<file path="src/rtl/usb_rx_if.sv">
// rtl/usb_rx_if.sv - USB full-speed receiver pin/FIFO-side signal bundle
// Purpose: groups the receiver's line inputs, FIFO occupancy and packet outputs.
// Signals:
//   dplus_in, dminus_in   USB line pair (idle J: dplus=1, dminus=0)
//   buffer_occupancy      RX FIFO byte count, 0..64
//   rx_packet             last received PID nibble
//   rx_packet_data        last completed byte after the PID
//   store_rx_packet_data  one-cycle FIFO push strobe
//   flush                 one-cycle strobe on DATA0/DATA1 PID acceptance
//   rx_error              sticky packet error flag
//   rx_trans_active       high from SYNC start to EOP completion
//   rx_data_ready         one-cycle strobe: DATA packet ended cleanly
// Modports: master drives the line and occupancy; slave is the receiver.
interface usb_rx_if;
  logic       dplus_in;
  logic       dminus_in;
  logic [6:0] buffer_occupancy;
  logic [3:0] rx_packet;
  logic [7:0] rx_packet_data;
  logic       store_rx_packet_data;
  logic       flush;
  logic       rx_error;
  logic       rx_trans_active;
  logic       rx_data_ready;

  modport master (
    output dplus_in, dminus_in, buffer_occupancy,
    input  rx_packet, rx_packet_data, store_rx_packet_data, flush,
           rx_error, rx_trans_active, rx_data_ready
  );

  modport slave (
    input  dplus_in, dminus_in, buffer_occupancy,
    output rx_packet, rx_packet_data, store_rx_packet_data, flush,
           rx_error, rx_trans_active, rx_data_ready
  );
endinterface

</file>
<file path="src/rtl/usb_rx.sv">
// rtl/usb_rx.sv - USB full-speed receive front end
// Purpose: recovers bits from D+/D- (NRZI decode, bit unstuffing, EOP detect),
//   validates SYNC and PID, reports the packet type and streams DATA-packet
//   bytes into the RX FIFO.
// Ports:
//   clk    system clock
//   n_rst  asynchronous active-low reset
//   bus    usb_rx_if.slave: line pair and FIFO occupancy in; PID nibble, byte,
//          store/flush/ready strobes, error and activity flags out
module usb_rx #(
  parameter int BIT_PERIOD = 5
) (
  input  logic     clk,
  input  logic     n_rst,
  usb_rx_if.slave  bus
);
  localparam int CW = (BIT_PERIOD > 2) ? $clog2(BIT_PERIOD) : 1;
  localparam logic [CW-1:0] HALF = CW'(BIT_PERIOD / 2);
  localparam logic [CW-1:0] LAST = CW'(BIT_PERIOD - 1);

  localparam logic [1:0] K_BAD = 2'd0, K_TOKEN = 2'd1, K_DATA = 2'd2, K_HS = 2'd3;

  typedef enum logic [2:0] {
    S_IDLE, S_SYNC, S_PID, S_TOKEN, S_DATA, S_HANDSHAKE, S_ERR_WAIT, S_EOP
  } state_t;

  state_t state, nxt;

  logic          dp_s1, dp_s2, dp_prev, dm_s1, dm_s2;
  logic [CW-1:0] cnt;
  logic          last_lvl;
  logic [2:0]    ones;
  logic [2:0]    bit_cnt;
  logic [7:0]    sr;
  logic [1:0]    tok_cnt;
  logic          data_pkt;

  logic [3:0]    rx_packet_q;
  logic [7:0]    rx_packet_data_q;
  logic          store_q, flush_q, rx_error_q, trans_active_q, ready_q;

  logic dp_edge, samp, se0, line_j, bit_d, stuff, bit_v, byte_done, sync_start, occ_full;
  logic [7:0] byte_w;
  logic [1:0] kind;

  logic pkt_load, data_load, store_d, flush_d, err_set, ready_d, eop_done;

  function automatic logic [1:0] pid_kind(input logic [7:0] p);
    logic [1:0] k;
    k = K_BAD;
    if (p[7:4] == ~p[3:0]) begin
      case (p[3:0])
        4'b0001, 4'b1001:          k = K_TOKEN;
        4'b0011, 4'b1011:          k = K_DATA;
        4'b0010, 4'b1010, 4'b1110: k = K_HS;
        default:                   k = K_BAD;
      endcase
    end
    return k;
  endfunction

  // Two-flop synchronizers; dp_prev gives one more stage for D+ edge detection.
  always_ff @(posedge clk or negedge n_rst) begin
    if (!n_rst) begin
      dp_s1   <= 1'b1;
      dp_s2   <= 1'b1;
      dp_prev <= 1'b1;
      dm_s1   <= 1'b0;
      dm_s2   <= 1'b0;
    end else begin
      dp_s1   <= bus.dplus_in;
      dp_s2   <= dp_s1;
      dp_prev <= dp_s2;
      dm_s1   <= bus.dminus_in;
      dm_s2   <= dm_s1;
    end
  end

  assign dp_edge = dp_s2 ^ dp_prev;

  // Bit-period counter; every D+ transition re-centres the sample point.
  always_ff @(posedge clk or negedge n_rst) begin
    if (!n_rst)             cnt <= '0;
    else if (dp_edge)       cnt <= CW'(1);
    else if (cnt == LAST)   cnt <= '0;
    else                    cnt <= cnt + 1'b1;
  end

  // Never sample on the edge cycle itself, so the J->K that starts SYNC is
  // always decoded against the preceding J level.
  assign samp       = (cnt == HALF) && !dp_edge;
  assign se0        = !dp_s2 && !dm_s2;
  assign line_j     = dp_s2 && !dm_s2;
  assign bit_d      = (dp_s2 == last_lvl);
  assign stuff      = (ones == 3'd6);
  assign bit_v      = samp && !se0 && !stuff;
  assign byte_done  = bit_v && (bit_cnt == 3'd7);
  assign byte_w     = {bit_d, sr[7:1]};
  assign kind       = pid_kind(byte_w);
  assign sync_start = (state == S_IDLE) && dp_edge && !dp_s2 && dm_s2;
  assign occ_full   = (bus.buffer_occupancy >= 7'd64);

  // NRZI decode, unstuffing and LSB-first byte assembly.
  always_ff @(posedge clk or negedge n_rst) begin
    if (!n_rst) begin
      last_lvl <= 1'b1;
      ones     <= '0;
      bit_cnt  <= '0;
      sr       <= '0;
    end else if (sync_start) begin
      last_lvl <= 1'b1;
      ones     <= '0;
      bit_cnt  <= '0;
    end else if (samp) begin
      last_lvl <= dp_s2;
      if (se0) begin
        ones    <= '0;
        bit_cnt <= '0;
      end else if (stuff) begin
        ones <= '0;
      end else begin
        ones    <= bit_d ? ones + 3'd1 : 3'd0;
        sr      <= byte_w;
        bit_cnt <= bit_cnt + 3'd1;
      end
    end
  end

  // FSM: state register
  always_ff @(posedge clk or negedge n_rst) begin
    if (!n_rst) state <= S_IDLE;
    else        state <= nxt;
  end

  // FSM: next state
  always_comb begin
    nxt = state;
    case (state)
      S_IDLE: if (sync_start) nxt = S_SYNC;
      S_EOP:  if (line_j) nxt = S_IDLE;
      default: begin
        if (samp && se0) begin
          nxt = S_EOP;
        end else begin
          case (state)
            S_SYNC: if (byte_done) nxt = (byte_w == 8'h80) ? S_PID : S_ERR_WAIT;
            S_PID: begin
              if (byte_done) begin
                case (kind)
                  K_TOKEN: nxt = S_TOKEN;
                  K_DATA:  nxt = S_DATA;
                  K_HS:    nxt = S_HANDSHAKE;
                  default: nxt = S_ERR_WAIT;
                endcase
              end
            end
            S_DATA:      if (byte_done && occ_full) nxt = S_ERR_WAIT;
            S_HANDSHAKE: if (bit_v) nxt = S_ERR_WAIT;
            default:     nxt = state;
          endcase
        end
      end
    endcase
  end

  // FSM: output decode
  always_comb begin
    pkt_load  = 1'b0;
    data_load = 1'b0;
    store_d   = 1'b0;
    flush_d   = 1'b0;
    err_set   = 1'b0;
    ready_d   = 1'b0;
    eop_done  = 1'b0;
    case (state)
      S_SYNC: err_set = byte_done && (byte_w != 8'h80);
      S_PID: begin
        pkt_load = byte_done;
        flush_d  = byte_done && (kind == K_DATA);
        err_set  = byte_done && (kind == K_BAD);
      end
      S_TOKEN: data_load = byte_done && (tok_cnt != 2'd2);
      S_DATA: begin
        store_d   = byte_done && !occ_full;
        data_load = byte_done && !occ_full;
        err_set   = byte_done && occ_full;
      end
      S_HANDSHAKE: err_set = bit_v;
      S_EOP: begin
        eop_done = line_j;
        ready_d  = line_j && data_pkt && !rx_error_q;
      end
      default: ;
    endcase
    // EOP arriving mid-byte is a truncated packet.
    if ((state != S_IDLE) && (state != S_EOP) && samp && se0 && (bit_cnt != 3'd0))
      err_set = 1'b1;
  end

  // Output and packet-tracking registers.
  always_ff @(posedge clk or negedge n_rst) begin
    if (!n_rst) begin
      rx_packet_q      <= 4'b0000;
      rx_packet_data_q <= 8'hFF;
      store_q          <= 1'b0;
      flush_q          <= 1'b0;
      rx_error_q       <= 1'b0;
      trans_active_q   <= 1'b0;
      ready_q          <= 1'b0;
      tok_cnt          <= '0;
      data_pkt         <= 1'b0;
    end else begin
      store_q <= store_d;
      flush_q <= flush_d;
      ready_q <= ready_d;
      if (sync_start) begin
        rx_error_q     <= 1'b0;
        trans_active_q <= 1'b1;
        data_pkt       <= 1'b0;
      end else begin
        if (err_set)  rx_error_q     <= 1'b1;
        if (eop_done) trans_active_q <= 1'b0;
        if (flush_d)  data_pkt       <= 1'b1;
      end
      if (pkt_load) begin
        rx_packet_q <= byte_w[3:0];
        tok_cnt     <= '0;
      end else if ((state == S_TOKEN) && byte_done && (tok_cnt != 2'd2)) begin
        tok_cnt <= tok_cnt + 2'd1;
      end
      if (data_load) rx_packet_data_q <= byte_w;
    end
  end

  assign bus.rx_packet            = rx_packet_q;
  assign bus.rx_packet_data       = rx_packet_data_q;
  assign bus.store_rx_packet_data = store_q;
  assign bus.flush                = flush_q;
  assign bus.rx_error             = rx_error_q;
  assign bus.rx_trans_active      = trans_active_q;
  assign bus.rx_data_ready        = ready_q;
endmodule

</file>
<file path="src/flat_wrapper.sv">
// flat-port wrapper written by rule: the top's interface ports become plain ports
module usb_rx_flat 
#(
  parameter int BIT_PERIOD = 5
)
  (clk, n_rst, bus_dplus_in, bus_dminus_in, bus_buffer_occupancy, bus_rx_packet, bus_rx_packet_data, bus_store_rx_packet_data, bus_flush, bus_rx_error, bus_rx_trans_active, bus_rx_data_ready);
  usb_rx_if bus_i ();
  input  logic clk;
  input  logic n_rst;
  input wire logic [$bits(bus_i.dplus_in)-1:0] bus_dplus_in;
  input wire logic [$bits(bus_i.dminus_in)-1:0] bus_dminus_in;
  input wire logic [$bits(bus_i.buffer_occupancy)-1:0] bus_buffer_occupancy;
  output wire logic [$bits(bus_i.rx_packet)-1:0] bus_rx_packet;
  output wire logic [$bits(bus_i.rx_packet_data)-1:0] bus_rx_packet_data;
  output wire logic [$bits(bus_i.store_rx_packet_data)-1:0] bus_store_rx_packet_data;
  output wire logic [$bits(bus_i.flush)-1:0] bus_flush;
  output wire logic [$bits(bus_i.rx_error)-1:0] bus_rx_error;
  output wire logic [$bits(bus_i.rx_trans_active)-1:0] bus_rx_trans_active;
  output wire logic [$bits(bus_i.rx_data_ready)-1:0] bus_rx_data_ready;
  assign bus_i.dplus_in = bus_dplus_in;
  assign bus_i.dminus_in = bus_dminus_in;
  assign bus_i.buffer_occupancy = bus_buffer_occupancy;
  assign bus_rx_packet = bus_i.rx_packet;
  assign bus_rx_packet_data = bus_i.rx_packet_data;
  assign bus_store_rx_packet_data = bus_i.store_rx_packet_data;
  assign bus_flush = bus_i.flush;
  assign bus_rx_error = bus_i.rx_error;
  assign bus_rx_trans_active = bus_i.rx_trans_active;
  assign bus_rx_data_ready = bus_i.rx_data_ready;
  usb_rx #(.BIT_PERIOD(BIT_PERIOD)) u_core (.clk(clk), .n_rst(n_rst), .bus(bus_i));
endmodule
</file>
<file path="config.mk">
export PLATFORM = sky130hd
export DESIGN_NAME = usb_rx_flat
export DESIGN_NICKNAME = d
export VERILOG_FILES = /design/src/rtl/usb_rx_if.sv /design/src/rtl/usb_rx.sv /design/src/flat_wrapper.sv
export SDC_FILE = /design/constraint.sdc
export NUM_CORES = 1
export LEC_CHECK = 0
export CAP_MARGIN = 20
export CORE_UTILIZATION = 35
export DETAILED_ROUTE_END_ITERATION = 12
export GPL_ROUTABILITY_DRIVEN = 0
export PLACE_DENSITY_LB_ADDON = 0.15
export SLEW_MARGIN = 25
export SYNTH_ARGS = -nofsm -noshare
export SYNTH_HDL_FRONTEND = slang
export SYNTH_SLANG_ARGS = --single-unit
export TNS_END_PERCENT = 5
</file>
<file path="constraint.sdc">
create_clock -name clk -period 2.56 [get_ports clk]
set_input_delay 0.384 -clock clk [delete_from_list [all_inputs] [get_ports clk]]
set_output_delay 0.384 -clock clk [all_outputs]
set_load 0.02 [all_outputs]
</file>
Yosys cells after proc, flatten, opt, wreduce, memory -nomap -nowiden. Cells that the tools add are included.

Register bits after elaboration: 46. Input port bits: 11. Logic and storage cells: 152.

$add $sub $neg: 4. Order comparisons: 1. Equality and inequality tests: 33. Mux-type cells: 42. Bitwise logic cells: 5. Reductions and logical operators: 47.

Operators by type and width (count): $mux W3 (19); $logic_and A1 B1 Y1 (24); $eq A3 B3 Y1 const B (6); $eq A4 B4 Y1 const B (4); $ne A5 B1 Y1 const B (3); $mux W1 (14); $pmux W3 S4 (1); $reduce_bool A2 Y1 (5); $add A3 B1 Y3 const B (3); $eq A3 B2 Y1 const B (3); $pmux W3 S3 (1); $eq A4 B2 Y1 const B (2); $eq A8 B8 Y1 const B (1); $ne A8 B8 Y1 const B (1); $ge A7 B7 Y1 const B (1); $logic_not A1 Y1 (7); $reduce_and A7 Y1 (1); $reduce_bool A7 Y1 (1); $mux W2 (3); $pmux W2 S3 (1); $pmux W3 S2 (1); $reduce_bool A3 Y1 (2); $ne A5 B2 Y1 const B (1); $eq A2 B2 Y1 const B (2); other kinds (21) (25).

Longest topological paths before layout.
Word-level depth: 11. Gate-level depth with buffers: 7. Mapped depth without buffers: 7.

Worst setup path after synthesis. No wires, ideal clock.

Path kind: register to register. Start: register u_core.dp_s2. End: register u_core.rx_packet_data_q[0], in the netlist u_core.bus.rx_packet_data[0]. Library setup time: 0.082 ns. Arrival time: 1.918 ns. Path slack: 0.560 ns. Stages on the path, launching flop included: 7. Path buffers: 1. Period minus slack after synthesis: 2.000 ns. Cells stage by stage: dfstp_2 -> buf_6 -> xor2_2 -> nor4b_4 -> nand2_2 -> a21oi_4 -> mux2_2.

Longest elaborated chain between the ends: 8.

Ends and longest elaborated chain: from (decl) (RTL line usb_rx.sv:29) `logic dp_s1, dp_s2, dp_prev, dm_s1, dm_s2;`; from (signal assigned) (RTL line usb_rx.sv:72) `dp_s2 <= dp_s1;`; $xor A1 B1 Y1 / $logic_not A1 Y1 (equally long branches) (RTL line usb_rx.sv:79, usb_rx.sv:92); $logic_not A1 Y1 / $logic_and A1 B1 Y1 (equally long branches) (RTL line usb_rx.sv:91, usb_rx.sv:92); $logic_and A1 B1 Y1 / $logic_not A1 Y1 (equally long branches) (RTL line usb_rx.sv:91, usb_rx.sv:96); $logic_and A1 B1 Y1 (*) (2 in series) (RTL line usb_rx.sv:96) `assign bit_v = samp && !se0 && !stuff;`; $logic_and A1 B1 Y1 (*) (RTL line usb_rx.sv:97) `assign byte_done = bit_v && (bit_cnt == 3'd7);`; $logic_and A1 B1 Y1 (on tied branches) (RTL line usb_rx.sv:185, usb_rx.sv:182); $pmux W1 S2 (*) (RTL line usb_rx.sv:175) `case (state)`; to (signal assigned) (RTL line usb_rx.sv:231) `if (data_load) rx_packet_data_q <= byte_w;`; to (decl) (RTL line usb_rx.sv:39) `logic [7:0] rx_packet_data_q;`.

Every way passes the cells marked *; elsewhere a longest branch is shown, timed or not. A chain may end at the register's enable or synchronous reset.

Worst setup path after layout.
Start: register u_core.cnt[0]. End: register u_core.state[0].

Longest elaborated chain between the ends: 8.

Ends and longest elaborated chain: from (decl) (RTL line usb_rx.sv:30) `logic [CW-1:0] cnt;`; from (signal assigned) (RTL line usb_rx.sv:86) `else cnt <= cnt + 1'b1;`; $eq A3 B2 Y1 (*) (RTL line usb_rx.sv:91) `assign samp = (cnt == HALF) && !dp_edge;`; $logic_and A1 B1 Y1 (*) (RTL line usb_rx.sv:91); $logic_and A1 B1 Y1 (2 in series) (RTL line usb_rx.sv:96); $logic_and A1 B1 Y1 (RTL line usb_rx.sv:97); $logic_and A1 B1 Y1 (RTL line usb_rx.sv:157) `S_DATA: if (byte_done && occ_full) nxt = S_ERR_WAIT;`; $ne A5 B1 Y1 (no line); $reduce_and A7 Y1 (no line); to (signal assigned) (RTL line usb_rx.sv:132) `else state <= nxt;`; to (decl) (RTL line usb_rx.sv:27) `state_t state, nxt;`.

Marked as above.

==> impl_metrics.yaml <==
power_and_ir_drop:
  power_density_nw_per_um2: 651
  peakVddDrop_v: 0.000454
  p_leak_nw: 1.16
cells_and_area:
  fillers: 616
  area_growth_syn_to_layout_pct: 16.2
  post-route-util_pct: 42.4
  fin_area_um2: 2690
  multi_input_area_um2: 1080
  final-seq-area_um2: 1140
  antenna_cells: 0
  nets: 255
  drive_gt1_share_pct: 23.3
synth:
  ys_seq_elements: 45
  synth_warnings: 0
  netlist_area_um2: 2310
  synth_commonest_cells: "dfrtp_1 (33), nand2_1 (22), mux2_2 (16)"
  synth_largest_area_cell: "dfrtp_1"
  yosysMostFrequentCell: "dfrtp_1"
  synth_nets: 232
  ys_seq_area_share_pct: 49.3
  synth_edf_count: 0
  postSynth.asyncResetShare_pct: 100
  synth.avg_cell_area_um2: 10.9
  synth_cell_type_count: 52
  synthFlopType: "dfrtp_1"
  synth_top_area_share_pct: 35.7
  syn_inst: 212
  synthTopCellsByArea: "dfrtp_1 (36%), dfstp_2 (14%), mux2_2 (7.8%)"
die:
  start_util_pct: 36.5
  dieArea_um2: 6940
  die_x_um: 83.3
  dieHeight_um: 83.3
  num_rows: 29
  io_pins: 28
  core-area_um2: 6350
clock_network:
  cts_made_buffers: 5
  cts_resized: 0
  clkTransAtPathRegs_ps: 80
  htree_levels: 2
  tritoncts: "done"
  ctsLongestPathBuffers: 2
  post_cts_buffers: 0
  cts_hold_buffers: 0
  clkLatencyLatePin_ps: 300
  root_buffer: "clkbuf_8"
  cts_sinks: 45
timing:
  min_period_over_period_pct: 85.1
  period_minus_slack_ps: 2180
  relSlewSlack_pct: 65.3
  setup_viol: 0
  max_freq_mhz: 459
  fin_hold_ws_ps: 54.7
  worst_slew_pin_slew_ps: 521
  slew_violations: 0
  hold_viol: 0
  fin_worst_skew_ps: 8.54
  fin_setup_tns_ps: 0
  grt_setup_unrepaired: "no"
critical_path:
  crit_fanout: 4
  crit_type: "register to register"
  reg2reg_depth: 7
  required_ps: 2750
  cp.arrival_ps: 2370
  start_kind: "register"
  endpoint_kind: "register"
global_route:
  grt_pass1_wl_um: 7600
  grt_max_degree: 42
  antenna_found_initial: 0
  track_usage_pct: 13.7
  grt_remaining_overflow: 0
  grt_pass1_vias: 1554
min_path:
  hold_class: "primary input to asynchronous set/reset pin"
drt:
  drtPass1Iterations: 4
  post-route-drc-count: 0
  post_drt_wl_per_cell_um: 13.7
  avgViaCountPerCell: 5.06
  drt-total-wl_um: 4300
  ant_nets: 0
  vias: 1583
  drtIter0Drc: 85
place:
  placed_cell_area_um2: 2600
  dp_hpwl_um: 3070
  io_buffers: 21
run_status:
  status: "finished, final reports clean"
run:
  cap_viol_max_count: 0
## metrics by stage
stage                     std cells  worst slack, ps  power, mW
after floorplan                 212              560       1.22
after global placement          305              350       1.33
after detailed placement        305              370       1.33
after CTS                       313              359       1.78
after global routing            313              247       1.88
final                           313              382       1.75
## cell families after synthesis
kind of cell	Yosys count	share of synthesized area [%]
and+or+nand+nor	69	16.3
DFF	45	49.3
AOI/OAI and AO/OA	39	12.2
buffers and inverters	23	4.22
muxes	20	9.51
adders and majority gates	9	4.86
xor gates and xnor gates	7	3.62
## worst max-delay path, stage by stage (launching register included)
cell and delay, ps:
dfrtp_1 380, inv_1 100, ha_1 170, or4b_4 480, a211oi_1 320, o21ai_1 180
a211o_1 320, o221a_2 120
## layout by cell type (no fill, tap or decap), types with 2 or more instances in the layout
master / Yosys / final
or4_1: 2 / 2
nand3_1: 4 / 4
nor2_1: 15 / 15
nand3b_1: 2 / 2
nor4b_1: 2 / 2
o32ai_1: 2 / 2
a211oi_1: 3 / 3
xnor2_1: 5 / 5
mux2_2: 16 / 16
clkdlybuf4s50_1: 0 / 20
nor3_1: 2 / 2
o22ai_1: 2 / 2
dfrtp_1: 33 / 33
nor4_1: 2 / 2
clkinv_2: 0 / 2
nand2b_1: 4 / 4
a21boi_0: 2 / 2
and3_1: 2 / 2
or2_2: 3 / 3
mux2i_1: 4 / 4
dfstp_2: 12 / 12
o21ai_0: 12 / 12
a21oi_1: 3 / 3
a2bb2oi_1: 2 / 2
ha_1: 9 / 9
inv_1: 14 / 14
clkbuf_8: 0 / 5
nand2_1: 22 / 22
buf_4: 0 / 5
## metal layers
metal | track usage (%) | vias up | wire length, um
met1 | 19.9 | 755 | 2290
li1 | - | 796 | -
met4 | 5.80 | 0 | 71
met3 | 3.18 | 5 | 121
met5 | 0 | - | 0
met2 | 19.4 | 27 | 1810
## area by class of cell
class / count / area share [%]
flip-flops and latches: 45 / 42.4
repair buffers: 25 / 8.84
clock buffers: 5 / 2.56
clock inverters: 3 / 0.651
inverters: 14 / 1.95
multi-input cells: 144 / 40.0
well taps: 77 / 3.58
## sequential cells by signal (all words and copies together) (netlist names)
signal / flops
u_core.dp_s1: 1
u_core.data_pkt: 1
u_core.dm_s2: 1
u_core.tok_cnt: 2
u_core.bus.rx_error: 1
u_core.last_lvl: 1
u_core.bus.store_rx_packet_data: 1
u_core.bus.flush: 1
u_core.dm_s1: 1
u_core.bus.rx_packet_data: 8
u_core.ones: 3
u_core.state: 3
u_core.bit_cnt: 3
u_core.bus.rx_data_ready: 1
u_core.sr: 7
u_core.dp_s2: 1
u_core.cnt: 3
u_core.bus.rx_packet: 4
u_core.bus.rx_trans_active: 1
u_core.dp_prev: 1
## power by group
part	total (mW)	internal [mW]	switching (mW)
sequential	0.927	0.807	0.120
combinational	0.390	0.186	0.203
clock	0.435	0.189	0.246
## path summary, 6_finish.rpt
kind | start | endpoint | slack [ps]
min | n_rst | u_core.bus.rx_trans_active$_DFFE_PN0P_ | 50
max | u_core.cnt[0]$_DFF_PN0_ | u_core.state[0]$_DFFE_PN0P_ | 380
max in group asynchronous | n_rst | u_core.bus.rx_packet_data[4]$_DFFE_PN1P_ | 1950
min reg2reg | u_core.dm_s1$_DFF_PN0_ | u_core.dm_s2$_DFF_PN0_ | 350
min in group clk | u_core.dm_s1$_DFF_PN0_ | u_core.dm_s2$_DFF_PN0_ | 350
max reg2reg | u_core.cnt[0]$_DFF_PN0_ | u_core.state[0]$_DFFE_PN0P_ | 380
Power figures use the tool's default switching activity.
